`src/rtl/captura_jogada.sv`:
```
// Player button capture: two-flop synchronizer, press/release debounce and
// one-hot validation, emitting a single valid/invalid pulse per press cycle.
module captura_jogada #(
    parameter int unsigned DEBOUNCE_CYCLES = 50,
    parameter int unsigned N               = 6
) (
    input  logic       clock,
    input  logic       reset,
    input  logic       habilita,
    input  logic       limpa,
    input  logic [3:0] botoes,
    output logic [3:0] jogada,
    output logic       jogada_valida,
    output logic       jogada_invalida,
    output logic       ocupado,
    output logic [2:0] db_estado
);
    localparam int unsigned W  = 4;
    localparam int unsigned SW = 3;
    localparam logic [N-1:0] CNT_LAST = N'(DEBOUNCE_CYCLES - 1);

    typedef enum logic [SW-1:0] {
        OCIOSO    = 3'd0,
        FILTRANDO = 3'd1,
        CAPTURADO = 3'd2,
        INVALIDO  = 3'd3,
        SEGURANDO = 3'd4,
        SOLTANDO  = 3'd5
    } estado_t;

    estado_t       state_q, state_d;
    logic [W-1:0]  sync1_q, sinc_q;
    logic [W-1:0]  cand_q, cand_d;
    logic [W-1:0]  jogada_q, jogada_d;
    logic [N-1:0]  cnt_q, cnt_d;
    logic          valida_q, invalida_q, ocupado_q;
    logic [SW-1:0] estado_q;

    function automatic logic one_hot(input logic [W-1:0] v);
        return (v != '0) && ((v & (v - W'(1))) == '0);
    endfunction

    // Next-state, candidate and shared debounce counter
    always_comb begin
        state_d = state_q;
        cand_d  = cand_q;
        cnt_d   = cnt_q;
        case (state_q)
            OCIOSO: begin
                if (sinc_q != '0) begin
                    if (habilita) begin
                        cand_d  = sinc_q;
                        cnt_d   = '0;
                        state_d = FILTRANDO;
                    end else begin
                        state_d = SEGURANDO;
                    end
                end
            end
            FILTRANDO: begin
                if (!habilita) begin
                    state_d = SEGURANDO;
                end else if (sinc_q == '0) begin
                    state_d = OCIOSO;
                end else if (sinc_q != cand_q) begin
                    cand_d = sinc_q;
                    cnt_d  = '0;
                end else if (cnt_q == CNT_LAST) begin
                    state_d = one_hot(cand_q) ? CAPTURADO : INVALIDO;
                end else begin
                    cnt_d = cnt_q + N'(1);
                end
            end
            CAPTURADO, INVALIDO: begin
                state_d = SEGURANDO;
            end
            SEGURANDO: begin
                if (sinc_q == '0) begin
                    cnt_d   = '0;
                    state_d = SOLTANDO;
                end
            end
            SOLTANDO: begin
                if (sinc_q != '0) begin
                    state_d = SEGURANDO;
                end else if (cnt_q == CNT_LAST) begin
                    state_d = OCIOSO;
                end else begin
                    cnt_d = cnt_q + N'(1);
                end
            end
            default: begin
                state_d = OCIOSO;
            end
        endcase

        // A capture on the same edge as a clear takes priority
        jogada_d = limpa ? '0 : jogada_q;
        if (state_d == CAPTURADO) begin
            jogada_d = cand_q;
        end
    end

    always_ff @(posedge clock or posedge reset) begin
        if (reset) begin
            sync1_q    <= '0;
            sinc_q     <= '0;
            state_q    <= OCIOSO;
            cand_q     <= '0;
            cnt_q      <= '0;
            jogada_q   <= '0;
            valida_q   <= 1'b0;
            invalida_q <= 1'b0;
            ocupado_q  <= 1'b0;
            estado_q   <= '0;
        end else begin
            sync1_q    <= botoes;
            sinc_q     <= sync1_q;
            state_q    <= state_d;
            cand_q     <= cand_d;
            cnt_q      <= cnt_d;
            jogada_q   <= jogada_d;
            valida_q   <= (state_d == CAPTURADO);
            invalida_q <= (state_d == INVALIDO);
            ocupado_q  <= (state_d != OCIOSO);
            estado_q   <= state_d;
        end
    end

    assign jogada          = jogada_q;
    assign jogada_valida   = valida_q;
    assign jogada_invalida = invalida_q;
    assign ocupado         = ocupado_q;
    assign db_estado       = estado_q;

endmodule

```
`config.mk`:
```
export PLATFORM = sky130hd
export DESIGN_NAME = captura_jogada
export DESIGN_NICKNAME = d
export VERILOG_FILES = /design/src/rtl/captura_jogada.sv
export SDC_FILE = /design/constraint.sdc
export NUM_CORES = 1
export LEC_CHECK = 0
export CAP_MARGIN = 20
export CORE_MARGIN = 3
export CORE_UTILIZATION = 35
export DETAILED_ROUTE_END_ITERATION = 6
export DONT_BUFFER_PORTS = 1
export SYNTH_ARGS = -nofsm -noshare
export SYNTH_HDL_FRONTEND = slang
export SYNTH_SLANG_ARGS = --single-unit
```
`constraint.sdc`:
```
create_clock -name clock -period 1.9 [get_ports clock]
set_input_delay 0.285 -clock clock [delete_from_list [all_inputs] [get_ports clock]]
set_output_delay 0.285 -clock clock [all_outputs]
set_load 0.05 [all_outputs]
```
=== Word level (Yosys, flattened, before mapping) ===
Cells that the tools add are included.

* Latch bits: 0
* Logic and storage cells: 69
* Memories kept: 0
* ROM bits: 0
* Output and inout port bits: 10
* RAM bits: 0
* Register bits: 28

* $add $sub $neg: 2
* Bitwise logic cells: 1
* Magnitude comparators: 0
* Div/mod/pow operators: 0
* Multiply operators: 0
* Muxes and demuxes: 28
* Equal/unequal tests: 16
* Reductions and logical operators: 13
* Shift-type cells: 0

{| class="wikitable"
|+ Operators with widths
! operator !! count
|-
| $mux W6 || 8
|-
| $mux W4 || 7
|-
| $mux W3 || 9
|-
| $pmux W6 S4 || 1
|-
| $pmux W3 S5 || 1
|-
| $ne A2 B2 Y1 const B || 7
|-
| $eq A3 B2 Y1 const B || 4
|-
| $reduce_bool A4 Y1 || 3
|-
| $logic_not A4 Y1 || 2
|-
| $pmux W4 S2 || 1
|-
| $reduce_and A7 Y1 || 1
|-
| $add A6 B1 Y6 const B || 1
|-
| $eq A3 B3 Y1 const B || 2
|-
| $eq A6 B6 Y1 const B || 1
|-
| $reduce_and A6 Y1 || 1
|-
| $and A4 B4 Y4 || 1
|-
| $ne A4 B4 Y1 || 1
|-
| $reduce_bool A2 Y1 || 2
|-
| $sub A4 B1 Y4 const B || 1
|-
| $eq A3 B1 Y1 const B || 1
|-
| $logic_not A3 Y1 || 1
|-
| $reduce_bool A3 Y1 || 1
|-
| $reduce_or A2 Y1 || 1
|-
| $logic_and A1 B1 Y1 || 1
|-
| $mux W1 || 1
|}

=== Longest topological paths before layout ===
* Depth in word-level cells: 12
* Mapped depth: 6
* Gate-level depth less buffers: 6

=== Worst setup path after synthesis ===
Ideal clock, no wire load.

* Path kind: register -> register
* Start: register db_estado[2] (netlist name)
* End: register cnt_q[2]
* Buffers on the path: 1
* Period minus slack after synthesis: 2231 ps
* Path slack: -331 ps
* Arrival time: 2130 ps
* Cell stages (with the launch flop): 6
* Data required time: 1799 ps
* Cell sequence: dfrtp_1 > clkbuf_1 > nor3b_2 > mux2i_1 > or4b_4 > o311ai_2

{| class="wikitable"
|+ RTL lines
! what !! line !! source
|-
| end signal, assigned || 121 || <nowiki>cnt_q <= cnt_d;</nowiki>
|-
| end, declared || 35 || <nowiki>logic [N-1:0] cnt_q, cnt_d;</nowiki>
|}

=== Final worst setup path ===
* Start: register sinc_q[0]
* End: register cnt_q[2]

* Cells in the longest elaborated chain, start to end: 5

{| class="wikitable"
|+ Ends and longest elaborated chain
! what !! line !! source
|-
| start, declared || 32 || <nowiki>logic [W-1:0] sync1_q, sinc_q;</nowiki>
|-
| start signal, assigned || 118 || <nowiki>sinc_q <= sync1_q;</nowiki>
|-
| $ne A4 B4 Y1 || 65 || <nowiki>end else if (sinc_q != cand_q) begin</nowiki>
|-
| $mux W6 || 65 ||
|-
| $mux W6 || 63 || <nowiki>end else if (sinc_q == '0) begin</nowiki>
|-
| $mux W6 || 61 || <nowiki>if (!habilita) begin</nowiki>
|-
| $pmux W6 S4 || 48 || <nowiki>case (state_q)</nowiki>
|}

Parallel ways exist; a longest one is shown, timed or not. The select of a mux whose other input is x is not followed.
A chain may end at the register's enable or synchronous reset.

==> metrics.md <==
| Metric | Value |
|---|---|
| Max cap viols | 0 |
| DR vias | 954 |
| FF-to-FF path depth | 4 |
| Pwr dens | 835 nW/um^2 |
| Post-synthesis compound-gate area fraction | 12.7% |
| Post-Syn Nets | 128 |
| Critical Setup Path Class | register to register |
| 1st-iter DRT viols | 81 |
| RSZ-0062 raised after global routing | true |
| Setup TNS | 0 ns |
| Syn avg cell area | 11.3 sq um |
| Worst r2r src | sinc_q[0] |
| Number of synthesized flops with an enable pin | 0 |
| First-pass GRT wire length | 4310 um |
| Via density | 5.21 |
| Worst path bufs/invs | 0 |
| Die Area | 4570 sq um |
| Pre-Repair DR Iteration Count | 4 |
| Vias in the first global route | 974 |
| Synth top area cells | dfrtp_1, nand2_1, mux2_2, nor2b_1, xor2_1 |
| XOR/XNOR share of the synthesized area | 3.30% |
| Crit path largest cell delay | 0.55 ns |
| Core Footprint | 3490 sq um |
| Fin Clk Skew | 0.00125 ns |
| Synth Area in Simple Gates | 20.9% |
| Most common library cells after synthesis | dfrtp_1, nand2_1, inv_1, nor2b_1 |
| Arrival time at the worst endpoint | 2.05 ns |
| Synth Register Bits | 28 |
| Static Leak | 0.720 nW |
| Library cells used by synthesis | 38 |
| Worst-Skew Late Latency | 0.27 ns |
| GRT Total Usage | 12.5% |
| CP Cell Sequence | xor2_1 > o41ai_2 > or4b_4 > o311ai_4 |
| Dominant synthesized flop cell | dfrtp_1 |
| Max-slew violations | 0 |
| Syn-to-layout area delta | 23.4% |
| Clock root cell | clkbuf_8 |
| Num CTS Buffers | 3 |
| Most common cell in the netlist | dfrtp_1 |
| CTS Sinks | 28 |
| Max Clk Rate | 0.535 GHz |
| Sequential share of the synthesized area | 52.7% |
| Reg-to-reg endpoint | cnt_q[2] |
| Largest family of logic cells by synthesized area | simple AND/OR/NAND/NOR gates |
| Final Net Count | 148 |
| Die Width | 67.6 um |
| Die height | 67.6 um |
| Overflow after GRT | 0 |
| Leading area contributor after synthesis | dfrtp_1 |
| Maximum vdd ir drop | 0.397 mV |
| Crit end category | register |
| Input/output buffers | 0 |
| Detailed Route WL | 2420 um |
| Worst path required time | 2.09 ns |
| CP Capture Point | cnt_q[2] |
| Min-Delay Path Class | input port to register |
| Routability cong. | 0.816 |
| Largest net degree at the start of global routing | 29 |
| Power, Total | 1.37 mW |
| Status | finished, final reports clean |
| Residual DRC | 0 |
| Cells after Synth | 118 |
| Critical Path Source | sinc_q[0] |
| ANT nets after route | 0 |
| Initial Util | 38.0% |
| CP Launch Type | register |
| WL/cell | 13.2 um |
| Top delay family on crit path | compound AO/OA/AOI/OAI gates |
| Layout cells sized above 1 | 30.7% |
| Ant diodes | 0 |
| Synth warnings | 0 |
| Site Rows | 21 |
| Critical-path top delay cell | or4b_4 |
| Post-synth ARST share | 100% |
| R2R setup slack | 0.03 ns |
| Post-synthesis mux area share | 5.65% |
| CP Depth | 4 |
| H-Tree Depth | 1 |
| CP max FO | 3 |
| Reg clk slew, reported paths | 0.09 ns |
| CTS tree | built |
| Min Clock Period, post-route | 1.87 ns |
| Slew @ Worst Pin | 0.483 ns |
| Top cell type's share of synthesized area | 52.7% |
| Final hold violations | 0 |
| HPWL Detailed | 1780 um |
| Max-slew headroom | 67.8% |
| Synth Area in Adders | 1.88% |
| Initial antenna violation count | 0 |
| Clk buf depth | 2 |
| Setup violators final | 0 |
| Io pins | 18 |
| Fin crit share | 98.4% |
| Synthesized area | 1330 sq um |
timing repair:
item,4_1_cts,5_1_grt
gates resized for setup,0,10
setup endpoints to repair,0,8
hold buffers,1,0
buffers inserted,0,2
hold endpoints to repair,28,0
sequential cells by signal (all words and copies together), names as in the netlist:
register         cells
cand_q               4
cnt_q                6
db_estado            3
jogada               4
jogada_invalida      1
jogada_valida        1
ocupado              1
sinc_q               4
sync1_q              4
logic make-up (layout without fill, tap and decap cells):
family	Yosys count	in the layout
AO/OA/AOI/OAI	20	20
XOR/XNOR	5	5
adder cells (fa/ha/maj)	2	2
buffers and inverters	10	29
flip-flops	28	28
multiplexers	7	7
AND/OR/NAND/NOR	46	46
worst register-to-register path: stages (launching register included):
cell	delay, ns
dfrtp_1	0.44
xor2_1	0.21
o41ai_2	0.37
or4b_4	0.55
o311ai_4	0.22
per-layer routing:
metal  vias to the layer above  track usage (%)  routed length [um]
li1                        470                -                   -
met4                         0             6.58                  36
met1                       461             16.4                1110
met3                         4             2.66                 108
met2                        19             19.2                1160
met5                         -                0                   0
power by group:
| group | switching (mW) | total [mW] | internal (mW) |
|---|---|---|---|
| sequential | 0.0473 | 0.693 | 0.646 |
| clock | 0.187 | 0.469 | 0.282 |
| combinational | 0.105 | 0.208 | 0.103 |
layout make-up:
type                    count  area [sq um]
clock buffers               3          41.3
clock inverters             1          30.0
fillers                   323          1850
inverters                   7          26.3
multi-input cells          80           637
flip-flops and latches     28           707
well taps                  46          57.6
repair buffers             18           141
per-stage QoR:
step                instances  setup WS, ns  hold WS [ns]  util [%]  cell area (sq um)
floorplan                 118       -0.0977         0.316         -               1360
global placement          176        0.0818         0.260      43.1               1510
detailed placement        176        0.0318         0.264      43.1               1510
CTS                       181        0.0114        0.0181      45.5               1590
global route              183       -0.0417       0.00589      46.9               1640
finish                    183        0.0306        0.0277      46.9               1640
worst min-delay path by stage:
| stage | depth (start not counted) | startpoint | slack [ns] | end |
|---|---|---|---|---|
| floorplan | 0 | botoes[0] | 0.32 | sync1_q[0] |
| global placement | 2 | reset | 0.26 | cnt_q[5] |
| detailed placement | 2 | reset | 0.26 | cnt_q[5] |
| CTS | 0 | botoes[2] | 0.02 | sync1_q[2] |
| global route | 0 | botoes[2] | 0.006 | sync1_q[2] |
| finish | 0 | botoes[3] | 0.03 | sync1_q[3] |
placed cells by master, fill, tap and decap left out, drive strengths merged, types with 2 or more instances in the layout:
cell and count:
inv 7, nand2 17, or3b 2, o21ai 4
nand4bb 2, mux2 4, nor4 3, o311ai 3
xor2 4, mux2i 3, buf 17, nor2 3
nand4 3, ha 2, o2111ai 2, dfrtp 28
clkbuf 3, nand3 3, nor2b 7
No activity file was read; power rests on OpenSTA's default activity.
